## src/rtl/vec_alu_seq_if.sv

```systemverilog
// vec_alu_seq_if: op handshake, downstream ALU and result port bundle.
// slave = vec_alu_seq side, master = producer/consumer/ALU side.
interface vec_alu_seq_if #(
  parameter int VLEN = 8
);
  logic            in_valid;
  logic            in_ready;
  logic [3:0]      in_ctl;
  logic [3:0]      in_len;
  logic [VLEN*8-1:0] in_a;
  logic [VLEN*8-1:0] in_b;
  logic            in_bcast;
  logic [3:0]      alu_ctl;
  logic [7:0]      alu_a;
  logic [7:0]      alu_b;
  logic [7:0]      alu_out;
  logic            out_valid;
  logic            out_ready;
  logic [VLEN*8-1:0] out_data;
  logic [3:0]      out_len;

  modport slave (
    input  in_valid, in_ctl, in_len,
    input  in_a, in_b, in_bcast,
    input  alu_out, out_ready,
    output in_ready, alu_ctl,
    output alu_a, alu_b,
    output out_valid, out_data, out_len
  );

  modport master (
    output in_valid, in_ctl, in_len,
    output in_a, in_b, in_bcast,
    output alu_out, out_ready,
    input  in_ready, alu_ctl,
    input  alu_a, alu_b,
    input  out_valid, out_data, out_len
  );
endinterface

```

## src/rtl/vec_alu_seq.sv

```systemverilog
// vec_alu_seq: streams a vector op one element per cycle through an external ALU.
// Optional macro SCALAR_BCAST_EN: captured bcast makes b[0] the operand for all elements.
module vec_alu_seq #(
  parameter int VLEN = 8
) (
  input  logic          clk,
  input  logic          rst_n,
  vec_alu_seq_if.slave  bus
);
  localparam int IW = (VLEN > 1) ? $clog2(VLEN) : 1;
  localparam int DW = VLEN * 8;
  localparam logic [3:0] VMAX = 4'(VLEN);

  typedef enum logic [1:0] {
    IDLE = 2'd0,
    RUN  = 2'd1,
    DONE = 2'd2
  } state_t;

  state_t          state_q, state_d;
  logic [IW-1:0]   idx_q, idx_d;
  logic [3:0]      len_q, len_d;
  logic [3:0]      ctl_q, ctl_d;
  logic [DW-1:0]   a_q, a_d;
  logic [DW-1:0]   b_q, b_d;
  logic            bcast_q, bcast_d;
  logic [DW-1:0]   res_q, res_d;
  logic [3:0]      len_clamp;

  // State and op registers; reset aborts any op in flight.
  always_ff @(posedge clk or negedge rst_n) begin
    if (!rst_n) begin
      state_q <= IDLE;
      idx_q   <= '0;
      len_q   <= '0;
      ctl_q   <= '0;
      a_q     <= '0;
      b_q     <= '0;
      bcast_q <= 1'b0;
      res_q   <= '0;
    end else begin
      state_q <= state_d;
      idx_q   <= idx_d;
      len_q   <= len_d;
      ctl_q   <= ctl_d;
      a_q     <= a_d;
      b_q     <= b_d;
      bcast_q <= bcast_d;
      res_q   <= res_d;
    end
  end

  // Next state: capture in IDLE, one element per RUN cycle, hold in DONE.
  always_comb begin
    state_d   = state_q;
    idx_d     = idx_q;
    len_d     = len_q;
    ctl_d     = ctl_q;
    a_d       = a_q;
    b_d       = b_q;
    bcast_d   = bcast_q;
    res_d     = res_q;
    len_clamp = (bus.in_len > VMAX) ? VMAX : bus.in_len;
    unique case (state_q)
      IDLE: begin
        if (bus.in_valid) begin
          len_d   = len_clamp;
          ctl_d   = bus.in_ctl;
          a_d     = bus.in_a;
          b_d     = bus.in_b;
          bcast_d = bus.in_bcast;
          res_d   = '0;
          idx_d   = '0;
          state_d = (len_clamp == 4'd0) ? DONE : RUN;
        end
      end
      RUN: begin
        res_d[idx_q*8 +: 8] = bus.alu_out;
        if (4'(idx_q) == len_q - 4'd1) begin
          idx_d   = '0;
          state_d = DONE;
        end else begin
          idx_d = idx_q + IW'(1);
        end
      end
      DONE: begin
        if (bus.out_ready) state_d = IDLE;
      end
      default: state_d = IDLE;
    endcase
  end

  // Outputs: ALU operands only in RUN, result only in DONE.
  always_comb begin
    bus.in_ready  = (state_q == IDLE);
    bus.out_valid = (state_q == DONE);
    bus.out_data  = '0;
    bus.out_len   = '0;
    bus.alu_ctl   = '0;
    bus.alu_a     = '0;
    bus.alu_b     = '0;
    if (state_q == DONE) begin
      bus.out_data = res_q;
      bus.out_len  = len_q;
    end
    if (state_q == RUN) begin
      bus.alu_ctl = ctl_q;
      bus.alu_a   = a_q[idx_q*8 +: 8];
`ifdef SCALAR_BCAST_EN
      bus.alu_b   = bcast_q ? b_q[7:0] : b_q[idx_q*8 +: 8];
`else
      bus.alu_b   = b_q[idx_q*8 +: 8];
`endif
    end
  end

`ifndef SCALAR_BCAST_EN
  logic unused_bcast;
  assign unused_bcast = bcast_q;
`endif

endmodule

```

## src/flat_wrapper.sv

```systemverilog
// flat-port wrapper written by rule: the top's interface ports become plain ports
module vec_alu_seq_flat 
#(
  parameter int VLEN = 8
)
  (clk, rst_n, bus_in_valid, bus_in_ctl, bus_in_len, bus_in_a, bus_in_b, bus_in_bcast, bus_alu_out, bus_out_ready, bus_in_ready, bus_alu_ctl, bus_alu_a, bus_alu_b, bus_out_valid, bus_out_data, bus_out_len);
  vec_alu_seq_if #(.VLEN(VLEN)) bus_i ();
  input  logic clk;
  input  logic rst_n;
  input wire logic [$bits(bus_i.in_valid)-1:0] bus_in_valid;
  input wire logic [$bits(bus_i.in_ctl)-1:0] bus_in_ctl;
  input wire logic [$bits(bus_i.in_len)-1:0] bus_in_len;
  input wire logic [$bits(bus_i.in_a)-1:0] bus_in_a;
  input wire logic [$bits(bus_i.in_b)-1:0] bus_in_b;
  input wire logic [$bits(bus_i.in_bcast)-1:0] bus_in_bcast;
  input wire logic [$bits(bus_i.alu_out)-1:0] bus_alu_out;
  input wire logic [$bits(bus_i.out_ready)-1:0] bus_out_ready;
  output wire logic [$bits(bus_i.in_ready)-1:0] bus_in_ready;
  output wire logic [$bits(bus_i.alu_ctl)-1:0] bus_alu_ctl;
  output wire logic [$bits(bus_i.alu_a)-1:0] bus_alu_a;
  output wire logic [$bits(bus_i.alu_b)-1:0] bus_alu_b;
  output wire logic [$bits(bus_i.out_valid)-1:0] bus_out_valid;
  output wire logic [$bits(bus_i.out_data)-1:0] bus_out_data;
  output wire logic [$bits(bus_i.out_len)-1:0] bus_out_len;
  assign bus_i.in_valid = bus_in_valid;
  assign bus_i.in_ctl = bus_in_ctl;
  assign bus_i.in_len = bus_in_len;
  assign bus_i.in_a = bus_in_a;
  assign bus_i.in_b = bus_in_b;
  assign bus_i.in_bcast = bus_in_bcast;
  assign bus_i.alu_out = bus_alu_out;
  assign bus_i.out_ready = bus_out_ready;
  assign bus_in_ready = bus_i.in_ready;
  assign bus_alu_ctl = bus_i.alu_ctl;
  assign bus_alu_a = bus_i.alu_a;
  assign bus_alu_b = bus_i.alu_b;
  assign bus_out_valid = bus_i.out_valid;
  assign bus_out_data = bus_i.out_data;
  assign bus_out_len = bus_i.out_len;
  vec_alu_seq #(.VLEN(VLEN)) u_core (.clk(clk), .rst_n(rst_n), .bus(bus_i));
endmodule
```

## config.mk

```make
export PLATFORM = sky130hd
export DESIGN_NAME = vec_alu_seq_flat
export DESIGN_NICKNAME = d
export VERILOG_FILES = /design/src/rtl/vec_alu_seq_if.sv /design/src/rtl/vec_alu_seq.sv /design/src/flat_wrapper.sv
export SDC_FILE = /design/constraint.sdc
export NUM_CORES = 1
export LEC_CHECK = 0
export BUFFER_PORTS_ARGS = -buffer_cell sky130_fd_sc_hd__buf_2
export CORE_MARGIN = 2
export CORE_UTILIZATION = 50
export CTS_CLUSTER_SIZE = 14
export DETAILED_ROUTE_END_ITERATION = 6
export PLACE_DENSITY = 0.78
export SYNTH_ARGS = -nofsm -noshare
export SYNTH_HDL_FRONTEND = slang
export SYNTH_SLANG_ARGS = --single-unit
```

## constraint.sdc

```tcl
create_clock -name clk -period 7.7 [get_ports clk]
set_clock_uncertainty 0.1 [all_clocks]
set_input_delay 1.54 -clock clk [delete_from_list [all_inputs] [get_ports clk]]
set_output_delay 1.54 -clock clk [all_outputs]
set_load 0.05 [all_outputs]
```

* Yosys cells after proc, flatten, opt, wreduce, memory -nomap -nowiden *
Index checks and enable logic that the tools add are counted.

word-level totals
  input port bits = 149
  bits in registers = 205

cells by class
  $lt $le $gt $ge = 1
  shift-type cells = 4
  reductions and logical operators = 6
  equality and inequality tests = 6
  add/sub/neg operators = 3
  multiplexer cells = 17

operator list
  operator                 number
  $mux 64                  2
  $pmux 64 s2              1
  $shiftx 64x7->8          2
  $bwmux 64                1
  $shift 8x34->64 const A  1
  $shiftx 8x34->64         1
  $neg 6->34               1
  $mux 8                   2
  $mux 4                   3
  $mux 2                   4
  $mux 3                   2
  $pmux 2 s3               1
  $pmux 3 s2               1
  $eq 3x4->1               1
  $gt 4x4->1 const B       1
  $logic_not 4->1          1
  $ne 2x2->1 const B       2
  $reduce_and 2->1         2
  $sub 4x1->4 const B      1
  $add 3x1->3 const B      1
  $reduce_and 3->1         1
  $eq 2x1->1 const B       1
  $eq 2x2->1 const B       1
  $logic_not 2->1          1
  2 further kinds          2

* Longest topological paths before layout *
  word-level depth = 6
  depth in mapped cells = 10

* Worst setup path before layout *
Ideal clock, no wire load.

  kind = reg-to-output
  start = reg u_core.idx_q[1]
  end = out bus_alu_a[0]
  arrival = 1.941 ns
  required time = 6.060 ns
  path slack = 4.119 ns
  cell stages (with the launch flop) = 7
  cells stage by stage = dfrtp_1 > buf_2 > or2_1 > clkbuf_1 > clkbuf_1 > o221ai_1 > nor2_1

between the ends
  word-level cells in the longest chain between the ends = 2

ends and longest elaborated chain
  element                 RTL line            source
  from (decl)             vec_alu_seq.sv:21   logic [IW-1:0] idx_q, idx_d;
  from (signal assigned)  vec_alu_seq.sv:43   idx_q <= idx_d;
  $shiftx 64x7->8         vec_alu_seq.sv:108  bus.alu_a = a_q[idx_q*8 +: 8];
  $mux 8                  vec_alu_seq.sv:106  if (state_q == RUN) begin
  to (decl)               flat_wrapper.sv:20  output wire logic [$bits(bus_i.alu_a)-1:0] bus_alu_a;

Every way passes these cells.

* Worst setup path in the final report *
  start = reg u_core.idx_q[0]
  end = out bus_alu_b[4]

between the ends
  word-level cells in the longest chain between the ends = 2

ends and longest elaborated chain
  element          RTL line            source
  $shiftx 64x7->8  vec_alu_seq.sv:112  bus.alu_b = b_q[idx_q*8 +: 8];
  $mux 8           vec_alu_seq.sv:106
  to (decl)        flat_wrapper.sv:21  output wire logic [$bits(bus_i.alu_b)-1:0] bus_alu_b;

Every way passes these cells.

==> run_results.csv <==
group,metric,value,unit
outcome,outcome,"completed",
clock_tree,clk_transition_reported_paths,0.06,ns
drt,dr.pass1.iters,5,
setup_path,ff2ff_path_depth,6,
setup_path,crit_fanout,33,
global_routing,grt_pass1_vias,7780,
place,portBuffers,237,
setup_path,crit_top_cell,"nor2_1",
clock_tree,cts_tree,"yes",
logic_synthesis,ys_ff_latch,205,
place,dp_slack,3.49,ns
cells_and_area,fin_area,11800,um^2
cells_and_area,multi_input_area,4240,um^2
logic_synthesis,synth_top_area_share,52.2,%
setup_path,crit_slowest_cell,"dfrtp_2",
timing,rsz0062_at_grt,"no",
die,initial_utilization,50.7,%
logic_synthesis,syn_area_per_cell,9.63,um^2
setup_path,max_stage_delay,0.83,ns
setup_path,path_cells,"buf_4, mux4_2, nor2_1, nor2_1, buf_2",
logic_synthesis,yosysWarnings,0,
logic_synthesis,yosysTopAreaCell,"dfrtp_1",
logic_synthesis,ys_types,48,
drt,routed_via_density,5.29,
cells_and_area,syn_to_final_growth,20.3,%
clock_tree,cts_resized,0,
timing,period_share,60.4,%
global_routing,antenna_found_initial,5,
logic_synthesis,synth_ff_type,"dfrtp_1",
die,ios,239,
timing,hold_viol,0,
clock_tree,clock-sinks,205,
clock_tree,cts_root_buffer,"clkbuf_16",
clock_tree,cts.path.max_buffers,3,
place,gp_congestion,0.831,
drt,vias,7902,
logic_synthesis,syn_nets,1177,
clock_tree,insertion_delay,0.50,ns
timing,final_max_slew_viol_count,0,
logic_synthesis,async_reset_ff_share,100,%
place,dpl_cell_area,11000,um^2
global_routing,grt_usage,23.8,%
drt,drt-wirelength-per-cell,16.5,um
hold_path,hold_path.class,"reg -> reg",
place,hpwl,15900,um
global_routing,grt_start_max_net_pins,128,
timing,setup-violations-final,0,
setup_path,end_kind,"output port",
setup_path,worstPathRequired,6.06,ns
setup_path,critical_path_buf_inv_count,2,
timing,tightest_slew,1.14,ns
hold_path,hold_depth,2,
timing,max_slew_margin,24.1,%
drt,drtIter0Drc,602,
logic_synthesis,synth_edf_count,0,
drt,wl,24700,um
cells_and_area,layout-drive-gt1-share,26.4,%
logic_synthesis,netlist_area,9830,um^2
setup_path,setup.worst_path.class,"reg -> out",
clock_tree,cts_hold_buf,0,
logic_synthesis,syn-instance-count,1020,
die,core_area,19400,um^2
power,power.density,422,nW/um^2
logic_synthesis,ys_top_cells_by_area,"dfrtp_1, nand2_1, a32o_1, and2_1, mux4_2",
timing,fin_ws,3.05,ns
clock_tree,cts_buffers,22,
drt,ant_nets,0,
power,total_power,4.98,mW
drt,drc,0,
setup_path,critical_path.startpoint_type,"register",
clock_tree,cts_setup_buffers,0,
setup_path,cp.arrival,3.01,ns
global_routing,gr-total-overflow,0,
timing,tns,0,ns
timing,period_needed,4.65,ns
global_routing,grt_pass1_wl,39400,um
timing,fmax,0.215,GHz
cells_and_area,n_fill_cell,1678,
die,num_rows,51,
die,die_y,144,um
job,maxCapViolCount,0,
power,ir_worst_vdd,0.313,mV
setup_path,cp_num_cells,5,
die,die-area,20800,um^2
cells_and_area,nets,1365,
logic_synthesis,synth_seq_area_share,52.2,%
clock_tree,htree_levels,1,
power,p_leak,6.36,nW
cells_and_area,ff_latch_area,5130,um^2
setup_path,critical_path.top_delay_family,"flip-flops",
die,die_x,144,um
-- logic make-up (layout without fill, tap and decap cells) --
group	after synthesis	count (layout)	share of synthesized area [%]
AO/OA/AOI/OAI	83	83	8.18
AND/OR/NAND/NOR	562	562	24.5
flip-flops	205	205	52.2
adder cells (fa/ha/maj)	8	8	1.02
multiplexers	64	64	8.96
buffers and inverters	95	299	4.72
XOR/XNOR	3	3	0.420
other	0	4	0
-- final timing paths --
path	from	to	slack [ns]
worst max-delay path	u_core.idx_q[0]	bus_alu_b[4]	3.05
worst min-delay path	u_core.ctl_q[1]	u_core.ctl_q[1]	0.37
worst max register to register	u_core.idx_q[1]	u_core.res_q[33]	3.76
worst min register to register	u_core.ctl_q[1]	u_core.ctl_q[1]	0.37
max in group asynchronous	rst_n	u_core.res_q[43]	4.71
min in group asynchronous	rst_n	u_core.a_q[3]	1.09
-- final cells by class --
cell class	count	area share (%)
Antenna cell	4	0.0847
Clock buffer	29	5.40
Clock inverter	11	1.34
Inverter	15	0.476
Multi-Input combinational cell	720	35.9
Sequential cell	205	43.4
Tap cell	265	2.81
Timing Repair Buffer	244	10.6
-- per-stage QoR --
stage | std cells | hold slack [ns] | util, %
global placement | 1449 | 0.351 | 56.8
floorplan | 1020 | 0.337 | -
global route | 1493 | 0.394 | 60.9
CTS | 1489 | 0.371 | 60.9
detailed placement | 1449 | 0.356 | 56.8
finish | 1493 | 0.370 | 60.9
-- power by group --
| group | switching (mW) | internal (mW) |
|---|---|---|
| logic | 1.30 | 0.726 |
| registers | 0.283 | 1.53 |
| clock network | 0.432 | 0.718 |
| total | 2.01 | 2.97 |
-- per-layer routing --
metal | up-vias | share of wire [%] | GRT usage, %
met5 | - | 0 | 0
met4 | 0 | 1.8 | 5.98
met3 | 34 | 7.0 | 4.11
met2 | 293 | 49 | 40.0
met1 | 3823 | 42 | 32.5
li1 | 3752 | - | -
-- registers in the layout, summed over array words and instances (netlist names) --
signal and flops:
u_core.state_q 2, u_core.ctl_q 4, u_core.b_q 64, u_core.res_q 64
u_core.len_q 4, u_core.a_q 64, u_core.idx_q 3
-- synthesized netlist by cell type, drive strengths merged (2+ instances only) --
cell type  number
o221ai         16
a31oi           3
nand2b          3
o21ai           4
and4            2
nand3           2
ha              8
nor2b           2
nor2           37
mux2i          16
buf            57
and2           73
nand3b          3
nor4            3
a32oi           2
a41oi           3
a32o           48
nand2         427
clkbuf         23
o31a            2
xnor2           2
mux2           32
inv            14
nor3b           3
mux4           16
dfrtp         205
-- layout by cell type (no fill, tap or decap), drive strengths merged, types with 2 or more instances in the layout --
cell | synthesis | final
nand2 | 427 | 427
xnor2 | 2 | 2
clkinv | 1 | 7
o221ai | 16 | 16
clkbuf | 23 | 30
and2 | 73 | 73
diode | 0 | 4
a31oi | 3 | 3
o21ai | 4 | 4
buf | 57 | 243
dfrtp | 205 | 205
mux2 | 32 | 32
a32oi | 2 | 2
nor4 | 3 | 3
a32o | 48 | 48
and4 | 2 | 2
bufinv | 0 | 4
mux4 | 16 | 16
nand2b | 3 | 3
nand3b | 3 | 3
inv | 14 | 15
o31a | 2 | 2
mux2i | 16 | 16
nor3b | 3 | 3
ha | 8 | 8
a41oi | 3 | 3
nor2 | 37 | 37
nor2b | 2 | 2
nand3 | 2 | 2
-- worst reg2reg max path, delay by kind of cell, from the launching register on --
family	cells	cell delay (ns)
simple gates	1	0.51
mux	1	0.28
flops	1	0.58
compound gates	1	0.89
fa+ha+maj	2	0.79
buf+inv	1	0.69
Note: power is estimated with default switching activity, not from simulation.
